==> src/rtl/muldiv_unit.sv <==
// Iterative RV32M multiply/divide unit: radix-2 shift-add multiply and
// restoring divide on operand magnitudes, followed by a single sign-fixup cycle.
module muldiv_unit #(
  parameter int XLEN  = 32,
  parameter int CNT_W = $clog2(XLEN) + 1
) (
  input  logic            clk,
  input  logic            rst,
  input  logic            start,
  input  logic            flush,
  input  logic [2:0]      funct3,
  input  logic [XLEN-1:0] a,
  input  logic [XLEN-1:0] b,
  output logic            busy,
  output logic            done,
  output logic [XLEN-1:0] result
);

  typedef enum logic [1:0] {IDLE, CALC, SIGN, DONE} state_t;

  localparam logic [XLEN-1:0] MOST_NEG = {1'b1, {(XLEN-1){1'b0}}};

  state_t            state;
  logic [CNT_W-1:0]  cnt;
  logic [2:0]        op;
  logic              sa, sb, spec;
  logic [XLEN-1:0]   spec_val;
  logic [XLEN-1:0]   opb;
  logic [2*XLEN-1:0] prod;
  logic [XLEN-1:0]   quo;
  logic [XLEN:0]     rem;

  logic              can_accept;
  logic              a_sgn, b_sgn, spec_hit;
  logic [XLEN-1:0]   ma, mb, spec_n;
  logic [XLEN:0]     mul_sum;
  logic [XLEN+1:0]   div_wide;
  logic              div_ge;
  logic [2*XLEN-1:0] prod_fix;
  logic [XLEN-1:0]   quo_fix, rem_fix, res_fix;

  assign can_accept = (state == IDLE || state == DONE) && start && !flush;

  // Operand signedness, magnitudes and special-case detection at accept.
  always_comb begin
    a_sgn = 1'b0;
    b_sgn = 1'b0;
    case (funct3)
      3'b001, 3'b100, 3'b110: begin a_sgn = a[XLEN-1]; b_sgn = b[XLEN-1]; end
      3'b010:                 a_sgn = a[XLEN-1];
      default: ;
    endcase
    ma       = a_sgn ? -a : a;
    mb       = b_sgn ? -b : b;
    spec_hit = 1'b0;
    spec_n   = '0;
    if (funct3[2] && b == '0) begin
      spec_hit = 1'b1;
      spec_n   = funct3[1] ? a : '1;
    end else if (funct3[2] && !funct3[0] && a == MOST_NEG && b == '1) begin
      spec_hit = 1'b1;
      spec_n   = funct3[1] ? '0 : MOST_NEG;
    end
  end

  // One iteration of each datapath; the divide keeps one spare top bit so the
  // shifted partial remainder never overflows before the compare.
  always_comb begin
    mul_sum  = {1'b0, prod[2*XLEN-1:XLEN]} + (prod[0] ? {1'b0, opb} : '0);
    div_wide = {rem, quo[XLEN-1]};
    div_ge   = div_wide >= {2'b00, opb};
  end

  always_comb begin
    prod_fix = (sa ^ sb) ? -prod : prod;
    quo_fix  = (sa ^ sb) ? -quo : quo;
    rem_fix  = sa ? -rem[XLEN-1:0] : rem[XLEN-1:0];
    res_fix  = '0;
    if (spec) begin
      res_fix = spec_val;
    end else begin
      case (op)
        3'b000:                 res_fix = prod_fix[XLEN-1:0];
        3'b001, 3'b010, 3'b011: res_fix = prod_fix[2*XLEN-1:XLEN];
        3'b100, 3'b101:         res_fix = quo_fix;
        default:                res_fix = rem_fix;
      endcase
    end
  end

  always_ff @(posedge clk or negedge rst) begin
    if (!rst) begin
      state    <= IDLE;
      busy     <= 1'b0;
      done     <= 1'b0;
      result   <= '0;
      cnt      <= '0;
      op       <= '0;
      sa       <= 1'b0;
      sb       <= 1'b0;
      spec     <= 1'b0;
      spec_val <= '0;
      opb      <= '0;
      prod     <= '0;
      quo      <= '0;
      rem      <= '0;
    end else begin
      done <= 1'b0;
      if (can_accept) begin
        op       <= funct3;
        sa       <= a_sgn;
        sb       <= b_sgn;
        spec     <= spec_hit;
        spec_val <= spec_n;
        opb      <= mb;
        prod     <= {{XLEN{1'b0}}, ma};
        quo      <= ma;
        rem      <= '0;
        cnt      <= '0;
        busy     <= 1'b1;
        state    <= spec_hit ? SIGN : CALC;
      end else begin
        case (state)
          CALC: begin
            if (flush) begin
              state <= IDLE;
              busy  <= 1'b0;
            end else begin
              if (op[2]) begin
                rem <= div_ge ? (XLEN+1)'(div_wide - {2'b00, opb}) : div_wide[XLEN:0];
                quo <= {quo[XLEN-2:0], div_ge};
              end else begin
                prod <= {mul_sum, prod[XLEN-1:1]};
              end
              cnt <= cnt + 1'b1;
              if (cnt == CNT_W'(XLEN - 1)) state <= SIGN;
            end
          end
          SIGN: begin
            busy  <= 1'b0;
            if (flush) begin
              state <= IDLE;
            end else begin
              result <= res_fix;
              done   <= 1'b1;
              state  <= DONE;
            end
          end
          DONE:    state <= IDLE;
          default: state <= IDLE;
        endcase
      end
    end
  end

endmodule
==> config.mk <==
export PLATFORM = sky130hd
export DESIGN_NAME = muldiv_unit
export DESIGN_NICKNAME = d
export VERILOG_FILES = /design/src/rtl/muldiv_unit.sv
export SDC_FILE = /design/constraint.sdc
export NUM_CORES = 1
export LEC_CHECK = 0
export CORE_MARGIN = 5
export CORE_UTILIZATION = 45
export DETAILED_ROUTE_END_ITERATION = 8
export PLACE_DENSITY = 0.6
export SYNTH_ARGS = -nofsm -noshare
export SYNTH_HDL_FRONTEND = slang
export SYNTH_SLANG_ARGS = --single-unit
export TNS_END_PERCENT = 50
==> constraint.sdc <==
create_clock -name clk -period 9.5 [get_ports clk]
set_input_delay 0.95 -clock clk [delete_from_list [all_inputs] [get_ports clk]]
set_output_delay 0.95 -clock clk [all_outputs]
set_load 0.01 [all_outputs]
==> metrics <==
clock slew at reported path FFs approximately 60 ps; skew final between 15 and 20 ps; vias in the first global route roughly 17,000; antenna violations before repair 1; I/O pin count approximately 110; post-route core utilization 51.61%; total half-perimeter wirelength after legalization and detailed placement 47.68 mm; worst slew pin tran ~1200 ps; number of remaining DRC errors 0; Avg Synthesized Cell Area approximately 8.0 µm²; required arrival time at the worst endpoint slightly below 10,000 ps; power density cells 316.6 mW/mm²; RD Place Congestion 0.9598; Die X-Extent about 210 µm; largest net degree at the start of global routing roughly 120; routed vias about 18,000; total count of hold-check failures in the final report 0; endpoint arrival time on the critical path ~4800 ps; Min-Delay Path Class in2async; most area-hungry cell type in the Yosys netlist dfrtp_1; initial core utilization between 40 and 50%; height of the chip approximately 210 µm; number of warnings reported in the yosys synthesis log 0; area inside the core boundary ~0.041 mm²; largest vdd supply drop about 0.13 mV; CTS buffer count 31; Post-synth ARST share 100.0%; worst-case clock buffer depth 3; part of the Yosys area used for sequential elements around a third; total routed wirelength 64.29 mm; CP endpoint kind flip-flop; wire length of the first global-routing pass 98.77 mm; TritonCTS clock tree done; Critical Setup Path Class reg2reg; final worst-path cycle share 45.85%; number of input and output port buffers inserted ~100; Total Die Area 0.04489 mm²; Primary FF master, synth dfrtp_1; Placement Rows 74; buffer count from post-CTS setup fixing 0; final antenna diode count 0; GRT Overall Usage between 20% and 30%; leading cell types by count after synthesis nand2_1 (325), dfrtp_1 (241), o21ai_0 (219); synthesized net count 2,444; number of enable-type register cells in the synthesized netlist 0; nets@finish roughly 2,500; area fraction of the dominant cell type after synthesis 32.89%; Unique masters post-synth just over 80; leading cell types by total area after synthesis dfrtp_1 (33%), nand2_1 (6.7%), o21ai_0 (6.0%); RSZ-0062 raised after global routing false; remaining max-slew budget at the tightest pin 18.84%; Syn Std Cell Area ~0.018 mm²; final total negative setup slack 0 ps; Clock Sinks ~240; timing-limited maximum frequency between 200 and 250 MHz; Final Max Slew Viols 0; master cell of the clock root buffer clkbuf_16; area overhead of the layout relative to synthesis 14.13%; post-route antenna net violation count 0; Overflow after GRT 0; First-pass DRT Iterations 8; Iter 0 DRT Violations between 1,000 and 1,500; via/cell ratio slightly above 6; status complete, no violations; Max FO, Critical Path 32; fill cell instance count of the final layout 3,898; detailed-route wire length per cell between 20 and 25 µm; Leakage roughly 9.2 nW; share of layout cells above drive strength 1 4.887%; number of standard cells after synthesis 2,298; Maximum Capacitance Violations 0; shortest period the worst path allows between 4000 and 5000 ps; Setup-failing EPs final 0; number of cells upsized or downsized after cts 0; count of state elements after synthesis approximately 240; Hold Buf Count CTS 0; Max H-tree Level 1; startpoint kind of the worst setup timing path flip-flop; library cell with the highest instance count after synthesis nand2_1; clock network latency to the later pin of the worst-skew pair a little under 600 ps
flip-flops by register name, summed over array words and instances (netlist names):
signal and flops:
sa 1, state 2, quo 32, opb 32, busy 1, cnt 6, rem 33, prod 64
result 32, done 1, op 3, sb 1, spec_val 32, spec 1
final timing paths:
kind,from,to,slack (ps),cells after the start
max,prod[0],prod[61],5140,12
min,rst,busy,460,1
max reg2reg,prod[0],prod[61],5140,12
min reg2reg,spec_val[19],spec_val[19],470,2
max in group asynchronous,rst,quo[10],7500,2
min in group clk,spec_val[19],spec_val[19],470,2
through the flow:
step           setup WS, ps  cells  area [µm²]  hold WS, ps  power [mW]
6_report               5144   2885       20930        463.0       6.627
5_1_grt                4747   2885       20930        485.0       7.056
4_1_cts                5164   2885       20930        473.6       6.585
3_5_place_dp           5109   2828       19810        460.5       5.256
2_1_floorplan          6205   2298       18340        440.8       4.123
3_3_place_gp           5150   2828       19810        452.0       5.227
cells by family (layout without fill, tap and decap cells):
logic type               after synthesis  in the layout  share of synthesized area [%]
AND/OR/NAND/NOR                      779            779                          19.81
AO/OA/AOI/OAI                        733            733                          25.16
multiplexers                          28             28                          1.549
flip-flops                           241            241                          32.89
adder cells (fa/ha/maj)               75             75                          5.199
buffers and inverters                210            265                          4.326
XOR/XNOR                             232            232                          11.08
report_power, final:
group / total [mW] / switching (mW) / internal [mW]
logic: 3.49 / 2.17 / 1.32
registers: 1.83 / 0.475 / 1.36
clock network: 1.30 / 0.492 / 0.811
total: 6.63 / 3.14 / 3.49
critical path: stages (launching register included):
cell,delay (ps)
dfrtp_1,420
inv_1,800
nor2_1,120
ha_1,400
a2111oi_0,520
nor2b_1,190
o21ai_0,160
a41o_1,310
a21boi_0,470
o311ai_0,310
a21oi_1,240
xor2_1,170
a21oi_1,80
metal layers:
| layer | track usage, % | part of all wire (%) | vias up |
|---|---|---|---|
| met5 | 0 | 0 | - |
| met4 | 9.973 | 3.9 | 0 |
| met3 | 3.586 | 7.1 | 138 |
| met2 | 44.42 | 45 | 701 |
| met1 | 38.57 | 44 | 8480 |
| li1 | - | - | 8323 |
cells in the final DEF, fill, tap and decap left out, types with 26 or more instances in the layout:
cell,synthesis,routed
inv_1,78,78
nor3_1,44,44
buf_4,1,26
o21ai_0,219,219
nor2_1,186,182
dfrtp_1,241,241
clkdlybuf4s50_1,0,103
ha_1,73,73
nor2b_1,39,39
xnor2_1,111,110
a21oi_1,184,183
or3_1,34,34
xor2_1,121,120
nand2_1,325,325
a31oi_1,33,33
clkbuf_16,0,31
a21o_1,33,33
o31ai_1,62,62
cell type report:
cell class	instances	area [µm²]	area share (%)
Multi-Input combinational cell	1847	11570	55.30
Clock inverter	20	296.5	1.417
Sequential cell	241	6031	28.81
Inverter	78	292.8	1.399
Timing Repair Buffer	130	1241	5.930
Clock buffer	37	828.3	3.957
Tap cell	532	665.6	3.180
(Power assumes the default switching activity.)
